`config.mk`:
```
export PLATFORM = sky130hd
export DESIGN_NAME = elastic_rr_merge
export DESIGN_NICKNAME = d
export VERILOG_FILES = /design/src/rtl/elastic_rr_merge.sv
export SDC_FILE = /design/constraint.sdc
export NUM_CORES = 1
export LEC_CHECK = 0
export BUFFER_PORTS_ARGS = -buffer_cell sky130_fd_sc_hd__buf_2
export CORE_UTILIZATION = 35
export CTS_BUF_LIST = sky130_fd_sc_hd__clkbuf_4
export DETAILED_ROUTE_END_ITERATION = 12
export PLACE_DENSITY = 0.7
export SLEW_MARGIN = 25
export SYNTH_ARGS = -nofsm -noshare
export SYNTH_HDL_FRONTEND = slang
export SYNTH_SLANG_ARGS = --single-unit
export TNS_END_PERCENT = 1
```
`constraint.sdc`:
```
create_clock -name clk -period 4.51 [get_ports clk]
set_input_delay 0.451 -clock clk [delete_from_list [all_inputs] [get_ports clk]]
set_output_delay 0.451 -clock clk [all_outputs]
set_load 0.01 [all_outputs]
```
`src/rtl/elastic_rr_merge.sv`:
```
// -----------------------------------------------------------------------------
// elastic_rr_merge
//
// Round-robin merge of NUM_INPUT elastic (valid/stop) producers onto a single
// elastic consumer channel. The output is a one-entry register stage. A token
// accepted in cycle N is presented on the output in cycle N+1. The stage
// sustains one token per cycle because a draining output can be refilled on
// the same edge.
//
// Ports
//   clk            clock, all state updates on the rising edge
//   reset          asynchronous, active-high; clears the output stage and the
//                  round-robin pointer, and holds every stop_input high
//   data_input     per-requester token data (unpacked array)
//   valid_input    per-requester valid
//   stop_input     per-requester backpressure; low only for the granted input
//   data_output    merged token data (registered)
//   valid_output   merged token valid (registered)
//   source_output  index of the requester that produced the current token
//   stop_output    backpressure from the consumer
// -----------------------------------------------------------------------------
module elastic_rr_merge #(
  parameter int DATA_WIDTH = 32,
  parameter int NUM_INPUT  = 4,
  parameter int SEL_WIDTH  = $clog2(NUM_INPUT)
) (
  input  logic                  clk,
  input  logic                  reset,
  input  logic [DATA_WIDTH-1:0] data_input [NUM_INPUT],
  input  logic [NUM_INPUT-1:0]  valid_input,
  output logic [NUM_INPUT-1:0]  stop_input,
  output logic [DATA_WIDTH-1:0] data_output,
  output logic                  valid_output,
  output logic [SEL_WIDTH-1:0]  source_output,
  input  logic                  stop_output
);

  if (NUM_INPUT < 2 || NUM_INPUT > 16) begin : g_bad_num_input
    $error("elastic_rr_merge: NUM_INPUT must be in 2..16");
  end
  if (SEL_WIDTH != $clog2(NUM_INPUT)) begin : g_bad_sel_width
    $error("elastic_rr_merge: SEL_WIDTH must equal $clog2(NUM_INPUT)");
  end

  // One extra bit so ptr + offset (at most 2*NUM_INPUT-2) cannot overflow
  // before the modulo fold.
  localparam logic [SEL_WIDTH:0]   NUM_W    = (SEL_WIDTH + 1)'(NUM_INPUT);
  localparam logic [SEL_WIDTH-1:0] LAST_IDX = SEL_WIDTH'(NUM_INPUT - 1);

  logic [SEL_WIDTH-1:0] ptr;
  logic [SEL_WIDTH-1:0] grant_idx;
  logic                 grant_vld;
  logic                 load_en;

  // The output register can take a new token when it is empty or when its
  // current token leaves on this edge.
  assign load_en = !valid_output || !stop_output;

  // Scan offsets from the farthest to the nearest, so the requester closest
  // to ptr (in rotation order) is the last writer and wins. This avoids a
  // separate "already found" flag in the loop.
  always_comb begin
    logic [SEL_WIDTH:0] cand;
    grant_vld = 1'b0;
    grant_idx = '0;
    cand      = '0;
    for (int k = NUM_INPUT - 1; k >= 0; k--) begin
      cand = {1'b0, ptr} + (SEL_WIDTH + 1)'(k);
      if (cand >= NUM_W) begin
        cand = cand - NUM_W;
      end
      if (valid_input[cand[SEL_WIDTH-1:0]]) begin
        grant_vld = 1'b1;
        grant_idx = cand[SEL_WIDTH-1:0];
      end
    end
  end

  // Only the granted requester sees stop low. Reset forces every stop high
  // so no producer believes a token was taken while the stage is cleared.
  always_comb begin
    stop_input = '1;
    for (int i = 0; i < NUM_INPUT; i++) begin
      stop_input[i] = reset ||
                      !(load_en && grant_vld && (grant_idx == SEL_WIDTH'(i)));
    end
  end

  always_ff @(posedge clk or posedge reset) begin
    if (reset) begin
      valid_output  <= 1'b0;
      data_output   <= '0;
      source_output <= '0;
      ptr           <= '0;
    end else if (load_en) begin
      if (grant_vld) begin
        valid_output  <= 1'b1;
        data_output   <= data_input[grant_idx];
        source_output <= grant_idx;
        // Explicit wrap keeps ptr below NUM_INPUT for non-power-of-2 sizes.
        ptr           <= (grant_idx == LAST_IDX) ? '0 : grant_idx + SEL_WIDTH'(1);
      end else begin
        valid_output  <= 1'b0;
      end
    end
  end

endmodule
```
==> run metrics, run 1 <==
Fillers=670; # setup viols final=0; Seq pwr share=34.4%; Slew @ Worst Pin=between 0.7 and 0.8 ns; Die Area=7530 um2; worst-skew pair later-pin latency=0.33 ns; final hold slack=0.232 ns; Period Utilization, post-route=76.8%; Final nets=557; Distinct cells, synth=33; internal power=0.959 mW; Die Wd=86.8 um; largest net degree at the start of global routing=38; worst-path fanout max=37; Via Count=~2,800; CTS tree=done; gpl congestion=0.795; M2 GR Usage=about 37%; Slew Viols, Final=0; clock skew=about 0.0052 ns; Leak=1.79 nW; Top Usage Layer GRT=met2; vias per inst=5.36; area of the multi-input gates=1480 um2; Top FF cell, synth=dfrtp_1; CP Data Required Time=4.06 ns; CTS H-tree depth=2; DR WL/cell=15.4 um; clock buffer count from CTS=5; Worst setup EP type=output port; EDFF count, synth=0; final antenna-violating net count=0; HPWL Detailed=5800 um; worst r2r src=ptr[1]$_DFFE_PP0N_; max cap viols=0; vias in the first global route=2,583; mean area per synthesized cell=9.68 um2; first-pass GRT wire length=approximately 12,000 um; Async SR Flop Fraction=100%; NetSw=0.670 mW; RSZ-0062 raised after global routing=false; most frequent cells in the layout=buf_2 (173), dfrtp_1 (37), nand3_1 (34), a21oi_1 (33), o21ai_0 (32); postcts setup bufs=0; met1 Resource Use GR=24.7%; ANT cells=0; Reg-to-Reg End=data_output[15]$_DFFE_PP0N_; Power Dens Cells=465 nW/um2; clock share of power=a little over a tenth; ratio of cells with drive above 1 in the final layout=52.8%; DRT iter0 DRCs=92; Max Clk Rate=289 MHz; synthesized instance count=260; Initial Util=between 30 and 40%; overall routing resource usage=20.9%; worst vdd rail ir drop=0.191 mV; Root Buffer=clkbuf_4; clock-pin slew on the worst setup and hold paths=0.12 ns; Util after Layout=51.0%; R2R cell count=5; FP Rows=30; Max-slew headroom=48.4%; reg2reg setup slack=1.57 ns; DRC=0; outcome=finished, final reports clean; Port-buffer cells=173; Total Routed Length=8000 um; CTS Sinks=37; final hold vios=0; chip height=86.8 um; overall power=1.63 mW; I/O Pins=174; CP arrival=around 3.0 ns; YS warnings=0; final instance area=approximately 3500 um2; Startpoint Class=flip-flop; Syn-to-layout area delta=39.2%; Setup TNS Final=0 ns; cell accounting for the most synthesized area=dfrtp_1; DRT Pass-1 Iters=4; register area share after synthesis=between 30% and 40%; most common cell after layout, fill and taps aside=buf_2; area share of the largest cell type after synthesis=between 30 and 40%; remaining global-route overflow=0; register area=approximately 930 um2; flops & latches, synth=37; Core ar.=between 6000 and 7000 um2; Synth area leaders=dfrtp_1 (37%), mux2_4 (14%), a221o_1 (12%), nand3_1 (6.8%), a21oi_1 (6.6%); CTS Buffer Depth=2; Switching Share=41.1%; Placement Cell Area=3450 um2; Post-CTS Hold Buffers=0; Comb power frac=55.0%; Post-Syn Nets=396; met3 Usage GRT=5.43%; post-route minimum period=between 3 and 4 ns; WS Path Type=flip-flop to output port; Mapped Area=2520 um2; antenna violations before repair=0; CTS resizes=0; Hold Path Class=input port to asynchronous set/reset pin
[routing by layer]
metal	up-vias	share of wire (%)
li1	1328	-
met1	1285	41
met2	153	49
met3	12	8.5
met4	0	1.3
met5	-	0
[worst max-delay path, stage by stage (launching register included)]
cell	delay (ns)
dfrtp_1	0.49
mux2i_1	0.41
o22a_2	0.65
nand2_4	0.50
inv_1	0.24
ha_1	0.20
nand2_1	0.05
buf_2	0.14
[logic make-up after synthesis]
logic type,count (synthesis),share of synthesized area (%)
flip-flops,37,36.8
AND/OR/NAND/NOR,54,10.8
buffers and inverters,29,5.52
multiplexers,33,18.1
adder cells (fa/ha/maj),1,0.497
AO/OA/AOI/OAI,106,28.2
[cells in the mapped netlist, types with 2 or more instances]
library cell and count:
a211oi_1 2, clkbuf_1 15, nor2_1 3, inv_1 4, buf_2 6, buf_6 3, mux2i_1 2, mux2_2 7
mux2_4 23, a21o_1 2, nand3_1 34, nand2_1 9, a21oi_1 33, a221o_1 31, o21ai_0 32, dfrtp_1 37
[per-stage QoR]
step	setup WS [ns]	std cells
global route	0.820	518
floorplan	2.50	260
global placement	1.55	510
finish	1.05	518
detailed placement	1.38	510
CTS	1.02	518
[how the worst max path moves through the flow]
stage / to / startpoint
2_1_floorplan: stop_input[0] / valid_input[3]
3_3_place_gp: stop_input[3] / valid_input[1]
3_5_place_dp: stop_input[3] / valid_input[1]
4_1_cts: stop_input[3] / ptr[1]$_DFFE_PP0N_
5_1_grt: stop_input[3] / ptr[1]$_DFFE_PP0N_
6_report: stop_input[3] / ptr[1]$_DFFE_PP0N_
[power by group through the flow]
stage	Clock, mW	Sequential (mW)	Combinational (mW)
detailed placement	0	0.565	0.902
finish	0.171	0.561	0.897
floorplan	0	0.617	0.539
global route	0.193	0.579	0.973
global placement	0	0.561	0.880
CTS	0.180	0.562	0.903
[layout make-up]
class | count | area share, %
clock inverter | 3 | 0.500
sequential | 37 | 26.4
timing repair buffer | 179 | 26.0
clock buffer | 5 | 1.07
multi-input combinational | 194 | 42.1
tap | 96 | 3.43
inverter | 4 | 0.429
[registers in the layout (all words and copies together) (netlist names)]
register,count
data_output,32
ptr,2
source_output,2
valid_output,1
No activity file was read; power rests on OpenSTA's default activity.
==> run 2: changes to the inputs <==
- clock period: 4.51 -> 3.4 ns (I/O delays scaled with it)
==> run metrics, run 2 (same netlist as run 1, synthesis figures left out) <==
outcome=finished, final reports clean; clock buffer count from CTS=5; slowest stage cell on the critical path=dfrtp_1; I/O Pins=174; Initial Util=36.6%; Slew @ Worst Pin=0.722 ns; CTS Sinks=37; ANT cells=0; Reg-to-Reg End=data_output[15]$_DFFE_PP0N_; DR WL/cell=15.9 um; worst-skew pair later-pin latency=between 0.3 and 0.4 ns; largest stage delay on the critical path=0.50 ns; chip height=between 80 and 90 um; Inst Count DP=512; WS Path Type=flip-flop to output port; Slew Viols, Final=0; CTS Buffer Depth=2; most frequent cells in the layout=buf_2 (173), dfrtp_1 (37), nand3_1 (34), a21oi_1 (33), o21ai_0 (32); worst-path fanout max=37; Hold Path Class=input port to asynchronous set/reset pin; Leak=1.80 nW; RSZ-0062 raised after global routing=false; Period Utilization, post-route=81.3%; delay-heaviest family, CP=buffers and inverters; Max Clk Rate=362 MHz; CP Data Required Time=3.06 ns; Power Dens Cells=637 nW/um2; R2R cell count=5; clock-pin slew on the worst setup and hold paths=0.12 ns; Worst setup EP type=output port; most common cell after layout, fill and taps aside=buf_2; final antenna-violating net count=0; vias in the first global route=2,707; largest registers=data_output: 32 flops, ptr: 2 flops, source_output: 2 flops; CTS resizes=0; DRT iter0 DRCs=between 100 and 150; max cap viols=0; # setup viols final=0; Core ar.=6870 um2; clock skew=0.00419 ns; antenna violations before repair=0; overall routing resource usage=22.1%; ratio of cells with drive above 1 in the final layout=between 50% and 60%; worst r2r src=ptr[1]$_DFFE_PP0N_; Die Wd=86.8 um; DRT Pass-1 Iters=4; HPWL Detailed=5880 um; Syn-to-layout area delta=40.5%; largest net degree at the start of global routing=38; gpl congestion=0.797; post-route minimum period=2.76 ns; largest reg by FF count=data_output; final worst setup slack=0.635 ns; Final nets=559; CTS H-tree depth=2; CP arrival=2.42 ns; crit path buf inv count=3; Via Count=2,794; Die Area=7530 um2; Root Buffer=clkbuf_4; final hold vios=0; Post-CTS Hold Buffers=0; max FFs per register=32; first-pass GRT wire length=12,800 um; remaining global-route overflow=0; Port-buffer cells=173; Setup TNS Final=0 ns; postcts setup bufs=0; reg2reg setup slack=approximately 1.1 ns; Max-slew headroom=51.8%; FP Rows=30; Startpoint Class=flip-flop; DRC=0; Total Routed Length=8280 um; non-filler cells in the finished layout=520; vias per inst=5.37; DP Worst Slack=0.983 ns; CP cell instances=nand3b_1 > buf_4 > nand2_4 > inv_1 > ha_1 > nand2_1 > buf_2; CTS tree=done; worst vdd rail ir drop=0.231 mV
-- run 2: changes by cell type in the layout (fill, tap and decap cells not counted), sizes merged --
| cell | change |
|---|---|
| clkinv | -2 |
| clkinvlp | +1 |
| bufinv | +1 |
| buf | +2 |
-- run 2: metrics by stage --
stage	hold slack, ns	instance area (um2)	utilization (%)	total power, mW
after floorplan	0.450	2520	-	1.53
after global placement	0.455	3460	50.3	1.92
after CTS	0.101	3530	51.5	2.27
final	0.107	3530	51.5	2.25
after detailed placement	0.461	3460	50.3	1.96
after global routing	0.131	3530	51.5	2.42
-- run 2: worst max path at each step --
stage / from / endpoint / slack, ns / cells past startpoint
floorplan: ptr[1]$_DFFE_PP0N_ / data_output[0]$_DFFE_PP0N_ / 1.53 / 6
global placement: valid_input[3] / data_output[10]$_DFFE_PP0N_ / 1.03 / 6
detailed placement: valid_input[3] / data_output[1]$_DFFE_PP0N_ / 0.98 / 6
CTS: ptr[1]$_DFFE_PP0N_ / stop_input[3] / 0.62 / 7
global route: ptr[1]$_DFFE_PP0N_ / stop_input[3] / 0.44 / 7
finish: ptr[1]$_DFFE_PP0N_ / stop_input[3] / 0.64 / 7
-- run 2: where the power goes --
group          switching (mW)  total [mW]  internal (mW)
Sequential              0.119       0.742          0.623
Clock                   0.159       0.311          0.152
Combinational           0.620        1.20          0.578
Total                   0.898        2.25           1.35
-- run 2: layout make-up --
class / instances / area (um2)
multi-input cells: 194 / 1470
well taps: 96 / 120
clock buffers: 5 / 37.5
inverters: 4 / 15.0
fillers: 691 / 3330
clock inverters: 3 / 41.3
repair buffers: 181 / 926
flip-flops and latches: 37 / 926
-- run 2: layer usage --
metal | GRT usage [%] | wire length, um
met5 | 0 | 0
met2 | 39.0 | 4070
met3 | 5.24 | 617
met4 | 6.36 | 87
met1 | 26.5 | 3500
-- run 2: worst register-to-register path: stages (launching register included) --
cell and delay, ns:
dfrtp_1 0.50, nand3b_1 0.15, buf_4 0.35, nand2_4 0.45, mux2_1 0.48, a221o_1 0.32
